===== src/rtl/output_divn.sv =====
// Programmable integer clock divider (N in [2, 2^WIDTH-1]) with registered glitch-free
// output, handshaked ratio changes applied on period boundaries, and graceful start/stop.
module output_divn #(
    parameter int WIDTH     = 8,
    parameter int DEF_RATIO = 2
) (
    input  logic             clk,
    input  logic             rst,
    input  logic             en,
    input  logic [WIDTH-1:0] div_ratio,
    input  logic             ratio_load,
    output logic             ratio_ack,
    output logic [WIDTH-1:0] active_ratio,
    output logic             out,
    output logic             out_pulse,
    output logic             busy
);

    // state | meaning
    // IDLE  | output parked low, counter held at 0
    // RUN   | dividing, en still requested
    // STOP  | en dropped; finishing the current period before parking
    typedef enum logic [1:0] {
        IDLE = 2'd0,
        RUN  = 2'd1,
        STOP = 2'd2
    } state_t;

    state_t           state, state_nxt;
    logic [WIDTH-1:0] cnt, cnt_nxt, cnt_inc;
    logic [WIDTH-1:0] pending, pending_nxt;
    logic [WIDTH-1:0] ratio_nxt, ld_val;
    logic             pend, pend_nxt;
    logic             ack_nxt, out_nxt, pulse_nxt, busy_nxt;
    logic             wrap;

    always_comb begin
        ld_val      = (div_ratio < WIDTH'(2)) ? WIDTH'(2) : div_ratio;
        wrap        = (cnt == active_ratio - WIDTH'(1));
        cnt_inc     = wrap ? '0 : cnt + WIDTH'(1);
        state_nxt   = state;
        cnt_nxt     = cnt;
        ratio_nxt   = active_ratio;
        pend_nxt    = pend;
        pending_nxt = pending;
        ack_nxt     = 1'b0;
        case (state)
            IDLE: begin
                cnt_nxt = '0;
                // A load caught on the STOP->IDLE edge lands in pending; apply it here.
                if (ratio_load) begin
                    ratio_nxt = ld_val;
                    ack_nxt   = 1'b1;
                    pend_nxt  = 1'b0;
                end else if (pend) begin
                    ratio_nxt = pending;
                    ack_nxt   = 1'b1;
                    pend_nxt  = 1'b0;
                end
                if (en) begin
                    state_nxt = RUN;
                end
            end
            RUN, STOP: begin
                cnt_nxt = cnt_inc;
                if (wrap && pend) begin
                    ratio_nxt = pending;
                    pend_nxt  = 1'b0;
                    ack_nxt   = 1'b1;
                end
                if (ratio_load) begin
                    pending_nxt = ld_val;
                    pend_nxt    = 1'b1;
                end
                if (state == RUN) begin
                    if (!en) begin
                        state_nxt = STOP;
                    end
                end else if (en) begin
                    state_nxt = RUN;
                end else if (wrap) begin
                    state_nxt = IDLE;
                    cnt_nxt   = '0;
                end
            end
            default: begin
                state_nxt = IDLE;
                cnt_nxt   = '0;
            end
        endcase
        busy_nxt  = (state_nxt != IDLE);
        out_nxt   = busy_nxt && (cnt_nxt < (ratio_nxt >> 1));
        pulse_nxt = busy_nxt && (cnt_nxt == '0);
    end

    always_ff @(posedge clk) begin
        if (rst) begin
            state        <= IDLE;
            cnt          <= '0;
            pend         <= 1'b0;
            pending      <= '0;
            active_ratio <= WIDTH'(DEF_RATIO);
            out          <= 1'b0;
            out_pulse    <= 1'b0;
            ratio_ack    <= 1'b0;
            busy         <= 1'b0;
        end else begin
            state        <= state_nxt;
            cnt          <= cnt_nxt;
            pend         <= pend_nxt;
            pending      <= pending_nxt;
            active_ratio <= ratio_nxt;
            out          <= out_nxt;
            out_pulse    <= pulse_nxt;
            ratio_ack    <= ack_nxt;
            busy         <= busy_nxt;
        end
    end

endmodule


===== config.mk =====
export PLATFORM = sky130hd
export DESIGN_NAME = output_divn
export DESIGN_NICKNAME = d
export VERILOG_FILES = /design/src/rtl/output_divn.sv
export SDC_FILE = /design/constraint.sdc
export NUM_CORES = 1
export LEC_CHECK = 0
export ABC_AREA = 1
export BUFFER_PORTS_ARGS = -buffer_cell sky130_fd_sc_hd__buf_2
export CELL_PAD_IN_SITES_DETAIL_PLACEMENT = 1
export CELL_PAD_IN_SITES_GLOBAL_PLACEMENT = 2
export CORE_UTILIZATION = 25
export CTS_BUF_LIST = sky130_fd_sc_hd__clkbuf_4 sky130_fd_sc_hd__clkbuf_8 sky130_fd_sc_hd__clkbuf_16
export DETAILED_ROUTE_END_ITERATION = 7
export GPL_TIMING_DRIVEN = 0
export PLACE_DENSITY = 0.66
export REMOVE_ABC_BUFFERS = 1
export SETUP_SLACK_MARGIN = 0.4
export SYNTH_ARGS = -nofsm -noshare
export SYNTH_HDL_FRONTEND = slang
export SYNTH_SLANG_ARGS = --single-unit

===== constraint.sdc =====
create_clock -name clk -period 3 [get_ports clk]
set_input_delay 0.9 -clock clk [delete_from_list [all_inputs] [get_ports clk]]
set_output_delay 0.9 -clock clk [all_outputs]
set_load 0.02 [all_outputs]

Word level (Yosys, flattened, before mapping) --
Index checks and enable logic that the tools add are counted.
Storage, ports and cells: register bits 31, bits in latches 0, memory bits (writable) 0, ROM bits 0, input port bits 12, output and inout port bits 12, word-level logic and storage cells 54, memories 0
Operators by class: add/subtract/negate cells 2, $mul 0, divide/modulo/power cells 0, $lt $le $gt $ge 2, eq/ne operators 6, shifts and indexed selects 0, mux-type cells 23, bitwise logic cells 0, reduce and logical (&&, ||, !) cells 11
Operators with widths (number):
- two-way mux 8 bit | 9
- case mux 8 bit (2 select lines) | 1
- two-way mux 2 bit | 5
- adder 8 x 1 -> 8 bit (second input constant) | 1
- equality test 8 bit | 1
- logical NOT 8 bit | 1
- less-than comparator 8 x 2 -> 1 bit (second input constant) | 1
- less-than comparator 8 x 7 -> 1 bit | 1
- subtractor 8 x 1 -> 8 bit (second input constant) | 1
- != test 3 bit (second input constant) | 2
- two-way mux 1 bit | 5
- case mux 1 bit (2 select lines) | 2
- case mux 2 bit (2 select lines) | 1
- AND reduction 2 bit | 2
- nonzero test 2 bit | 2
- logical AND 1 bit | 3
- AND reduction 3 bit | 1
- equality test 2 x 1 -> 1 bit (second input constant) | 1
- equality test 2 bit (second input constant) | 1
- logical NOT 2 bit | 1
- != test 2 bit (second input constant) | 1
- OR reduction 2 bit | 1

Depth between registers and ports, before layout --
Gate-level depths: netlist of the first run.
word-level depth 9, gate-level depth with buffers 21

Least setup slack after synthesis of the first run --
No wires, ideal clock.
path kind register to register, start register active_ratio[0], end register out, library setup time 66 ps, data arrival time 2602 ps, data required time 2934 ps, slack 332 ps, stages on the path, launching flop included 21, buffers on the path 0, period minus slack after synthesis 2668 ps, cell sequence dfxtp_1 inv_2 ha_1 nand2_1 inv_1 nor2_1 nand2_1 nor2_2 nand3_2 nor2_2 nand4_1 inv_1 nand2_1 a21oi_1 a21oi_1 ha_1 a21oi_1 nand3_1 inv_1 nand2_1 a21oi_2
On the way: word-level cells in the longest chain between the ends 9
Ends and longest elaborated chain:
- start: declaration | line 13 | output logic [WIDTH-1:0] active_ratio,
- start signal: assignment | line 102 | active_ratio <= WIDTH'(DEF_RATIO);
- start signal: assignment | line 112 | active_ratio <= ratio_nxt;
- subtractor 8 x 1 -> 8 bit * | line 39 | wrap = (cnt == active_ratio - WIDTH'(1));
- equality test 8 bit * | line 39
- two-way mux 8 bit | line 40 | cnt_inc = wrap ? '0 : cnt + WIDTH'(1);
- two-way mux 8 bit | line 81 | end else if (wrap) begin
- two-way mux 8 bit | line 79 | end else if (en) begin
- two-way mux 8 bit | line 75 | if (state == RUN) begin
- two-way mux 8 bit | line 47 | case (state)
- less-than comparator 8 x 7 -> 1 bit | line 92 | out_nxt = busy_nxt && (cnt_nxt < (ratio_nxt >> 1));
- logical AND 1 bit * | line 92
- end signal: assignment | line 113 | out <= out_nxt;
- end: declaration | line 14 | output logic out,
Every way passes the cells marked *; elsewhere a longest branch is shown, timed or not. The select of a mux whose other input is x is not followed. A chain may end at the register's enable or synchronous reset.

Worst setup path in the final report of the first run --
start register active_ratio[1], end register out
On the way: word-level cells in the longest chain between the ends 9
Ends and longest elaborated chain (line):
- subtractor 8 x 1 -> 8 bit | 39
- equality test 8 bit | 39
- two-way mux 8 bit | 40
- two-way mux 8 bit | 81
- two-way mux 8 bit | 79
- two-way mux 8 bit | 75
- two-way mux 8 bit | 47
- less-than comparator 8 x 7 -> 1 bit | 92
- logical AND 1 bit * | 92
Marked as above.

==> results of run 1 <==
worst min-delay path: stages (launching register included):
cell and delay [ps]:
dfxtp_1 330, nor2_1 100, nor2_1 50
power breakdown:
group          leakage (nW)  switching, W  total [W]  internal [W]
Combinational         0.832      0.000552   0.000858      0.000306
Clock                0.0402      0.000195   0.000357      0.000162
Sequential            0.254     0.0000742   0.000565      0.000490
Yosys cell counts, types with 2 or more instances:
library cell	count	share of area
a21oi_1	28	0.069
a21oi_2	2	0.0086
a22oi_1	2	0.0074
clkbuf_1	6	0.011
dfxtp_1	31	0.31
ha_1	11	0.068
inv_1	36	0.067
inv_2	6	0.011
nand2_1	64	0.12
nand2_2	6	0.018
nand3_1	15	0.037
nand3_2	2	0.0099
nand4_1	3	0.0092
nor2_1	37	0.068
nor2_2	6	0.018
nor3_1	5	0.012
o211ai_1	2	0.0074
o21ai_0	21	0.052
o21ai_1	2	0.0049
o21bai_1	2	0.0074
xor2_1	6	0.026
registers in the layout, summed over array words and instances (netlist names):
name,flops
active_ratio,8
cnt,8
pending,8
state,2
busy,1
out,1
out_pulse,1
pend,1
ratio_ack,1
metal layers:
layer | GRT usage | share of wire | vias to the layer above
met4 | 0.0391 | 0.011 | 0
met1 | 0.205 | 0.51 | 950
met3 | 0.0274 | 0.018 | 6
met2 | 0.272 | 0.46 | 17
li1 | - | - | 1053
met5 | 0 | 0 | -
cell type report:
class / count / share of cell area
tap: 102 / 0.0518
clock inverter: 3 / 0.00812
inverter: 43 / 0.0665
timing repair buffer: 30 / 0.0680
multi-input combinational: 226 / 0.525
clock buffer: 5 / 0.0279
sequential: 31 / 0.253
through the flow:
step	worst slack, ps	power [W]	instances	hold slack (ps)	instance area, um2
2_1_floorplan	324	0.00112	300	479	1990
3_3_place_gp	-28.9	0.00134	425	494	2240
3_5_place_dp	-22.2	0.00135	425	508	2240
4_1_cts	394	0.00180	440	530	2440
5_1_grt	168	0.00194	440	551	2460
6_report	407	0.00178	440	526	2460
worst paths after layout:
path	endpoint	from	cells after the start
setup reg to reg	out	active_ratio[1]	18
hold reg to reg	pending[7]	pending[7]	2
hold / removal	pending[7]	pending[7]	2
setup / recovery	out	active_ratio[1]	18
cells by family after synthesis:
kind of cell               after synthesis  synth area share
adders and majority gates               11            0.0677
buffers and inverters                   50            0.0979
xor gates and xnor gates                 7            0.0302
and+or+nand+nor                        144             0.321
DFF                                     31             0.305
AOI/OAI and AO/OA                       64             0.177
repair_timing:
action                                  4_1_cts  5_1_grt
endpoints found under the setup margin        1        1
gates resized for setup                      16        5
buffers inserted                              7        0
hold buffers                                  0        0
gates cloned                                  0        0
pin swaps                                    11        3
==> impl_metrics.env, run 1 <==
export IMPL_rows=32
export IMPL_end_kind="flop"
export IMPL_syn_inst=307
export IMPL_via_per_inst=4.60
export IMPL_synth_edf_count=0
export IMPL_timing_final_max_slew_violations=0
export IMPL_area_delta_synth_final_pct=21.3
export IMPL_diodes=0
export IMPL_worstSetupPathType="reg2reg"
export IMPL_final_core_util=0.316
export IMPL_cts_clk_slew_worst_paths_ps=80
export IMPL_status="complete, no violations"
export IMPL_htree_levels=2
export IMPL_gp_congestion=0.791
export IMPL_synth_cell_types=35
export IMPL_tightest_slew_ps=512
export IMPL_fillers=991
export IMPL_worst_slew_margin_rel=0.658
export IMPL_critPathRequiredTime_ps=3230
export IMPL_cp_cell_sequence="inv_2 > ha_4 > nand2_1 > inv_1 > nor2_1 > nand2_1 > nor2_2 > nand3_2 > nor2_4 > nand4_1 > inv_2 > nand2_1 > a21oi_2 > a21oi_2 > ha_1 > a21oi_1 > nand2_1 > a21oi_2"
export IMPL_setup_viol=0
export IMPL_maxCapViolCount=0
export IMPL_grt_pass1_wl_um=10300
export IMPL_clockRootBuffer="clkbuf_8"
export IMPL_first_iter_violations=42
export IMPL_power_density_nw_per_um2=722
export IMPL_critPathMaxFanout=6
export IMPL_final_cell_mix="nand2_1 (62), nor2_1 (37), inv_1 (34)"
export IMPL_drc=0
export IMPL_fp_dieH_um=92.2
export IMPL_clockBufferDepth=2
export IMPL_ys_seq_area_frac=0.305
export IMPL_grt_total_usage=0.159
export IMPL_routed_via_count=2026
export IMPL_cts_sinks=31
export IMPL_ant_nets=0
export IMPL_synthArstFlopShare=0
export IMPL_r2r_slack_ps=410
export IMPL_io_buffer_count=23
export IMPL_seq_area_um2=623
export IMPL_ys_seq_elements=31
export IMPL_drt_wirelength_per_cell_um=14.1
export IMPL_antenna_found_initial=0
export IMPL_path_delay_family="simple AND/OR/NAND/NOR gates"
export IMPL_core_area_um2=7810
export IMPL_nNetsFinal=360
export IMPL_max_stage_delay_ps=340
export IMPL_final_min_clock_period_ps=2590
export IMPL_grt_ovfl_total=0
export IMPL_hold_violations=0
export IMPL_io_pins=24
export IMPL_peakVddDrop_mv=0.231
export IMPL_skew_ps=3.43
export IMPL_die_x_um=92.2
export IMPL_grt_pass1_vias=2101
export IMPL_layout_commonest_cell="nand2_1"
export IMPL_yosys_most_used_dff="dfxtp_1"
export IMPL_ys_warn_count=0
export IMPL_clk_latency_ps=290
export IMPL_crit_slowest_cell="dfxtp_2"
export IMPL_cts_buffers=5
export IMPL_path_buf_inv=3
export IMPL_grt_max_degree=21
export IMPL_crit_top_cell="nand2_1"
export IMPL_cts_tree="done"
export IMPL_p_leak_nw=1.13
export IMPL_fin_crit_sh=0.864
export IMPL_drive_above_1_share=0.249
export IMPL_start_util=0.260
export IMPL_drt_total_wl_um=6200
export IMPL_critPathLaunchType="flop"
export IMPL_fmax_mhz=386
export IMPL_min_path_type="reg2reg"
export IMPL_syn_area_um2=2030
export IMPL_timing_setup_tns_ps=0
export IMPL_dpl_hpwl_um=4810
export IMPL_die_area_um2=8490
export IMPL_rsz0062_at_grt="yes"
export IMPL_syn_area_per_cell_um2=6.62
export IMPL_cp_arrival_ps=2830
export IMPL_firstDrtPassIters=4
export IMPL_multiInputGateArea_um2=1290
No activity file was read; power rests on OpenSTA's default activity.
==> run 2: changes to the inputs <==
Settings changed: CTS_BUF_LIST sky130_fd_sc_hd__clkbuf_4 sky130_fd_sc_hd__clkbuf_8 sky130_fd_sc_hd__clkbuf_16 to sky130_fd_sc_hd__clkbuf_16, MAX_ROUTING_LAYER set to met4.
Clock period 3 ns to 3.06 ns, I/O delays scaled along.
==> run 2 against run 1 <==
  * Sequential power fell by 2%
  * Design area rose by 3.1%
  * Critical endpoint unchanged
  * Worst setup slack improved by 56 ps
  * Largest power group unchanged
==> impl_metrics.env, run 2 (synthesis results as in run 1) <==
export IMPL_hold_depth=2
export IMPL_place_inst=425
export IMPL_fillers=991
export IMPL_critPathLaunchType="flop"
export IMPL_setup_viol=0
export IMPL_place_area_um2=2240
export IMPL_first_iter_violations=41
export IMPL_cts_buffers=5
export IMPL_worstSetupPathType="reg2reg"
export IMPL_p_int_w=0.00109
export IMPL_grt_pass1_wl_um=10300
export IMPL_cts_tree="done"
export IMPL_r2r_worst_path_cells=18
export IMPL_r2r_slack_ps=460
export IMPL_drc=0
export IMPL_drt_wirelength_per_cell_um=14.0
export IMPL_gp_congestion=0.803
export IMPL_power_density_nw_per_um2=754
export IMPL_p_leak_nw=1.16
export IMPL_tightest_slew_ps=520
export IMPL_p_sw_frac=0.430
export IMPL_grt_ovfl_total=0
export IMPL_area_delta_synth_final_pct=25.1
export IMPL_reg2reg_from="active_ratio[0]"
export IMPL_min_path_type="reg2reg"
export IMPL_critPathMaxFanout=6
export IMPL_grt_total_usage=0.161
export IMPL_grt_pass1_vias=2102
export IMPL_status="complete, no violations"
export IMPL_via_per_inst=4.60
export IMPL_core_area_um2=7810
export IMPL_diodes=0
export IMPL_fmax_mhz=385
export IMPL_clockRootBuffer="clkbuf_16"
export IMPL_cts_clk_slew_worst_paths_ps=60
export IMPL_clk_latency_ps=280
export IMPL_htree_levels=2
export IMPL_r2r_end="out"
export IMPL_grt_max_degree=21
export IMPL_rsz0062_at_grt="yes"
export IMPL_power_switching_w=0.000823
export IMPL_die_x_um=92.2
export IMPL_final_cells=441
export IMPL_routed_via_count=2028
export IMPL_antenna_found_initial=0
export IMPL_firstDrtPassIters=4
export IMPL_crit_slowest_cell="dfxtp_2"
export IMPL_layout_commonest_cell="nand2_1"
export IMPL_timing_final_max_slew_violations=0
export IMPL_cts_sinks=31
export IMPL_drt_total_wl_um=6190
export IMPL_stdcell_area_um2=2540
export IMPL_final_min_clock_period_ps=2600
export IMPL_top_regs="active_ratio x8, cnt x8, pending x8"
export IMPL_drive_above_1_share=0.254
export IMPL_maxCapViolCount=0
export IMPL_cp_arrival_ps=2810
export IMPL_rows=32
export IMPL_ant_nets=0
export IMPL_hold_violations=0
export IMPL_critPathRequiredTime_ps=3280
export IMPL_timing_setup_tns_ps=0
export IMPL_fp_dieH_um=92.2
export IMPL_die_area_um2=8490
export IMPL_max_stage_delay_ps=350
export IMPL_start_util=0.260
export IMPL_peakVddDrop_mv=0.263
export IMPL_hp_start="pending[7]"
export IMPL_end_kind="flop"
export IMPL_clockBufferDepth=2
export IMPL_worst_slew_margin_rel=0.653
export IMPL_skew_ps=4.98
export IMPL_io_pins=24
export IMPL_crit_top_cell="nand2_1"
export IMPL_fin_crit_sh=0.849
export IMPL_io_buffer_count=23
export IMPL_power_frac_seq=0.290
export IMPL_nNetsFinal=361
export IMPL_power_frac_clock=0.260
export IMPL_power_frac_comb=0.451
export IMPL_hold_path_endpoint="pending[7]"
export IMPL_cp_cell_sequence="inv_4 > ha_4 > nand2_1 > inv_1 > nor2_1 > nand2_1 > nor2_2 > nand3_2 > nor2_4 > nand4_1 > inv_2 > nand2_1 > a21oi_2 > a21oi_2 > ha_1 > a21oi_1 > nand2_1 > a21oi_2"
export IMPL_dpl_hpwl_um=4810
export IMPL_postCtsHoldBufs=0
export IMPL_final_cell_mix="nand2_1 (63), nor2_1 (37), inv_1 (34)"
-- run 2: layout make-up --
class | count | area [um2] | share of cell area
Tap cell | 102 | 128 | 0.0502
Clock buffer | 5 | 125 | 0.0492
Multi-Input combinational cell | 226 | 1310 | 0.514
Inverter | 43 | 164 | 0.0645
Timing Repair Buffer | 31 | 175 | 0.0689
Sequential cell | 31 | 623 | 0.245
Clock inverter | 3 | 20.0 | 0.00788
-- run 2: how the worst max path moves through the flow --
stage,start,endpoint,slack [ps]
CTS,active_ratio[1],out,420
floorplan,active_ratio[0],out,380
detailed placement,active_ratio[1],out,40
global route,active_ratio[0],out,220
finish,active_ratio[0],out,460
global placement,active_ratio[1],out,30
-- run 2: timing repair --
item,in CTS,in global routing
resized for setup,13,10
pin swaps,5,8
buffers inserted,5,3
endpoints found under the setup margin,1,1
-- run 2: critical path, delay by kind of cell, from the launching register on --
family,cells,cell delay (ps)
simple gates,9,890
fa+ha+maj,2,540
compound gates,4,500
flops,1,350
buf+inv,3,250
-- run 2: per-layer routing --
| layer | up-vias | wire [um] | GRT usage |
|---|---|---|---|
| li1 | 1055 | - | - |
| met1 | 951 | 3180 | 0.204 |
| met2 | 17 | 2840 | 0.270 |
| met3 | 5 | 94 | 0.0199 |
| met4 | 0 | 70 | 0.0469 |
| met5 | - | 0 | - |
-- run 2: power groups by stage --
stage	Sequential (W)	Clock, W	Combinational, W
after floorplan	0.000595	0	0.000502
after global placement	0.000560	0	0.000756
after detailed placement	0.000562	0	0.000764
after CTS	0.000554	0.000518	0.000832
after global routing	0.000567	0.000528	0.000980
final	0.000555	0.000497	0.000864
-- run 2: per-stage QoR --
stage	hold slack [ps]	util	setup WS, ps	total power (W)
after detailed placement	508	0.287	37.8	0.00133
after global routing	537	0.325	222	0.00208
final	514	0.325	464	0.00192
after CTS	516	0.317	417	0.00190
after global placement	494	0.287	31.1	0.00132
after floorplan	479	-	384	0.00110
==> run 3: changes to the inputs <==
Settings changed: PLACE_DENSITY 0.66 to 0.68.
Clock period 3.06 ns to 2.2 ns, I/O delays scaled along.
==> run 3 against run 2 <==
  * The flow now finishes with violations (negative setup slack)
  * Global-route usage is 0.86 points higher
  * Clock skew is 0.79 ps lower
  * Power is 70% higher
  * Hold slack better by 17 ps
  * Sequential power is 42% higher
  * Largest power group unchanged
  * Register-to-register slack worse by 950 ps
==> impl_metrics.env, run 3 (synthesis results as in run 1) <==
export IMPL_status="finished with violations"
export IMPL_critPathLaunchType="flop"
export IMPL_grt_total_usage=0.170
export IMPL_p_int_w=0.00190
export IMPL_end_kind="flop"
export IMPL_power_switching_w=0.00136
export IMPL_start_util=0.260
export IMPL_critPathMaxFanout=6
export IMPL_fp_dieH_um=92.2
export IMPL_drt_total_wl_um=7020
export IMPL_place_inst=425
export IMPL_rows=32
export IMPL_timing_final_max_slew_violations=0
export IMPL_drive_above_1_share=0.396
export IMPL_clockRootBuffer="clkbuf_16"
export IMPL_final_core_util=0.383
export IMPL_p_leak_nw=1.33
export IMPL_multiInputGateArea_um2=1460
export IMPL_p_sw_frac=0.416
export IMPL_io_pins=24
export IMPL_diodes=0
export IMPL_layout_commonest_cell="nand2_1"
export IMPL_tightest_slew_ps=547
export IMPL_power_frac_comb=0.553
export IMPL_violations="negative setup slack"
export IMPL_die_area_um2=8490
export IMPL_cts_clk_slew_worst_paths_ps=60
export IMPL_setup_slack_ps=-486
export IMPL_cp_arrival_ps=2900
export IMPL_place_area_um2=2240
export IMPL_grt_ovfl_total=0
export IMPL_fmax_mhz=372
export IMPL_power_density_nw_per_um2=1090
export IMPL_min_path_type="reg2reg"
export IMPL_first_iter_violations=50
export IMPL_area_delta_synth_final_pct=47.0
export IMPL_hold_violations=0
export IMPL_final_cells=468
export IMPL_postCtsHoldBufs=0
export IMPL_firstDrtPassIters=4
export IMPL_top_regs="active_ratio x8, cnt x8, pending x8"
export IMPL_final_cell_mix="nand2_1 (51), nor2_1 (31), inv_1 (30)"
export IMPL_power_frac_clock=0.206
export IMPL_worst_slew_margin_rel=0.635
export IMPL_cts_buffers=5
export IMPL_io_buffer_count=23
export IMPL_ant_nets=0
export IMPL_drt_wirelength_per_cell_um=15.0
export IMPL_dpl_hpwl_um=4780
export IMPL_skew_ps=4.19
export IMPL_maxCapViolCount=0
export IMPL_seq_area_um2=627
export IMPL_cts_tree="done"
export IMPL_critPathRequiredTime_ps=2420
export IMPL_core_area_um2=7810
export IMPL_routed_via_count=2160
export IMPL_via_per_inst=4.62
export IMPL_grt_pass1_vias=2121
export IMPL_fin_crit_sh=1.22
export IMPL_clockBufferDepth=2
export IMPL_rsz0062_at_grt="yes"
export IMPL_htree_levels=2
export IMPL_grt_pass1_wl_um=10900
export IMPL_stdcell_area_um2=2990
export IMPL_fillers=982
export IMPL_nNetsFinal=389
export IMPL_gp_congestion=0.782
export IMPL_clk_latency_ps=280
export IMPL_peakVddDrop_mv=0.502
export IMPL_drc=0
export IMPL_setup_viol=7
export IMPL_grt_max_degree=21
export IMPL_cts_sinks=31
export IMPL_final_min_clock_period_ps=2690
export IMPL_antenna_found_initial=0
export IMPL_power_frac_seq=0.241
export IMPL_worstSetupPathType="reg2reg"
export IMPL_die_x_um=92.2
[run 3: changes by cell type in the layout (fill, tap and decap cells not counted), sizes merged]
cell      delta
inv          -2
clkinv       +1
buf         +27
clkinvlp     +1
[run 3: path summary, 6_finish.rpt]
kind,slack (ps),end,startpoint,cells past startpoint
setup / recovery,-490,out,active_ratio[1],21
hold / removal,530,pending[7],pending[7],2
setup reg to reg,-490,out,active_ratio[1],21
hold reg to reg,530,pending[7],pending[7],2
[run 3: timing repair]
| action | 4_1_cts | 5_1_grt |
|---|---|---|
| resized for setup | 33 | 61 |
| setup buffers | 9 | 26 |
| endpoints found under the setup margin | 28 | 30 |
| pin swaps | 18 | 11 |
| gates cloned | 1 | 0 |
[run 3: cell type report]
class                   instances  share of cell area
repair buffers                 58               0.154
repair inverters                1             0.00251
multi-input cells             226               0.488
clock inverters                 2             0.00293
clock buffers                   5              0.0419
flip-flops and latches         31               0.210
well taps                     102              0.0427
inverters                      43              0.0582
[run 3: worst max-delay path, stage by stage, from the launching register on]
cell and delay, ps:
dfxtp_2 330, inv_2 50, ha_4 240, nand2_2 50, inv_2 30, nor2_2 90
nand2_1 60, nor2_2 120, nand3_2 110, nor2_4 130, nand4_1 150, inv_2 190
buf_4 130, nand2_2 50, a21oi_2 180, a21oi_2 60, ha_1 270, nand2_1 60
inv_1 40, nand2_1 70, nand2_2 70, a21oi_2 110
[run 3: metrics by stage]
stage / setup TNS [ps] / hold WS (ps) / power, W / worst slack (ps)
CTS: -502 / 521 / 0.00274 / -412
finish: -1560 / 531 / 0.00326 / -486
detailed placement: -2170 / 503 / 0.00185 / -815
global placement: -1990 / 494 / 0.00183 / -797
floorplan: -476 / 479 / 0.00153 / -476
global route: -2730 / 552 / 0.00350 / -644
[run 3: power groups by stage]
stage	sequential (W)	combinational [W]	clock (W)
floorplan	0.000827	0.000698	0
global placement	0.000776	0.00106	0
detailed placement	0.000780	0.00107	0
global route	0.000801	0.00198	0.000717
CTS	0.000778	0.00127	0.000687
finish	0.000786	0.00181	0.000671
[run 3: per-layer routing]
metal / vias up / part of all wire / track usage
li1: 1107 / - / -
met1: 1029 / 0.49 / 0.221
met2: 17 / 0.49 / 0.279
met3: 7 / 0.016 / 0.0224
met4: 0 / 0.011 / 0.0430
met5: - / 0 / -
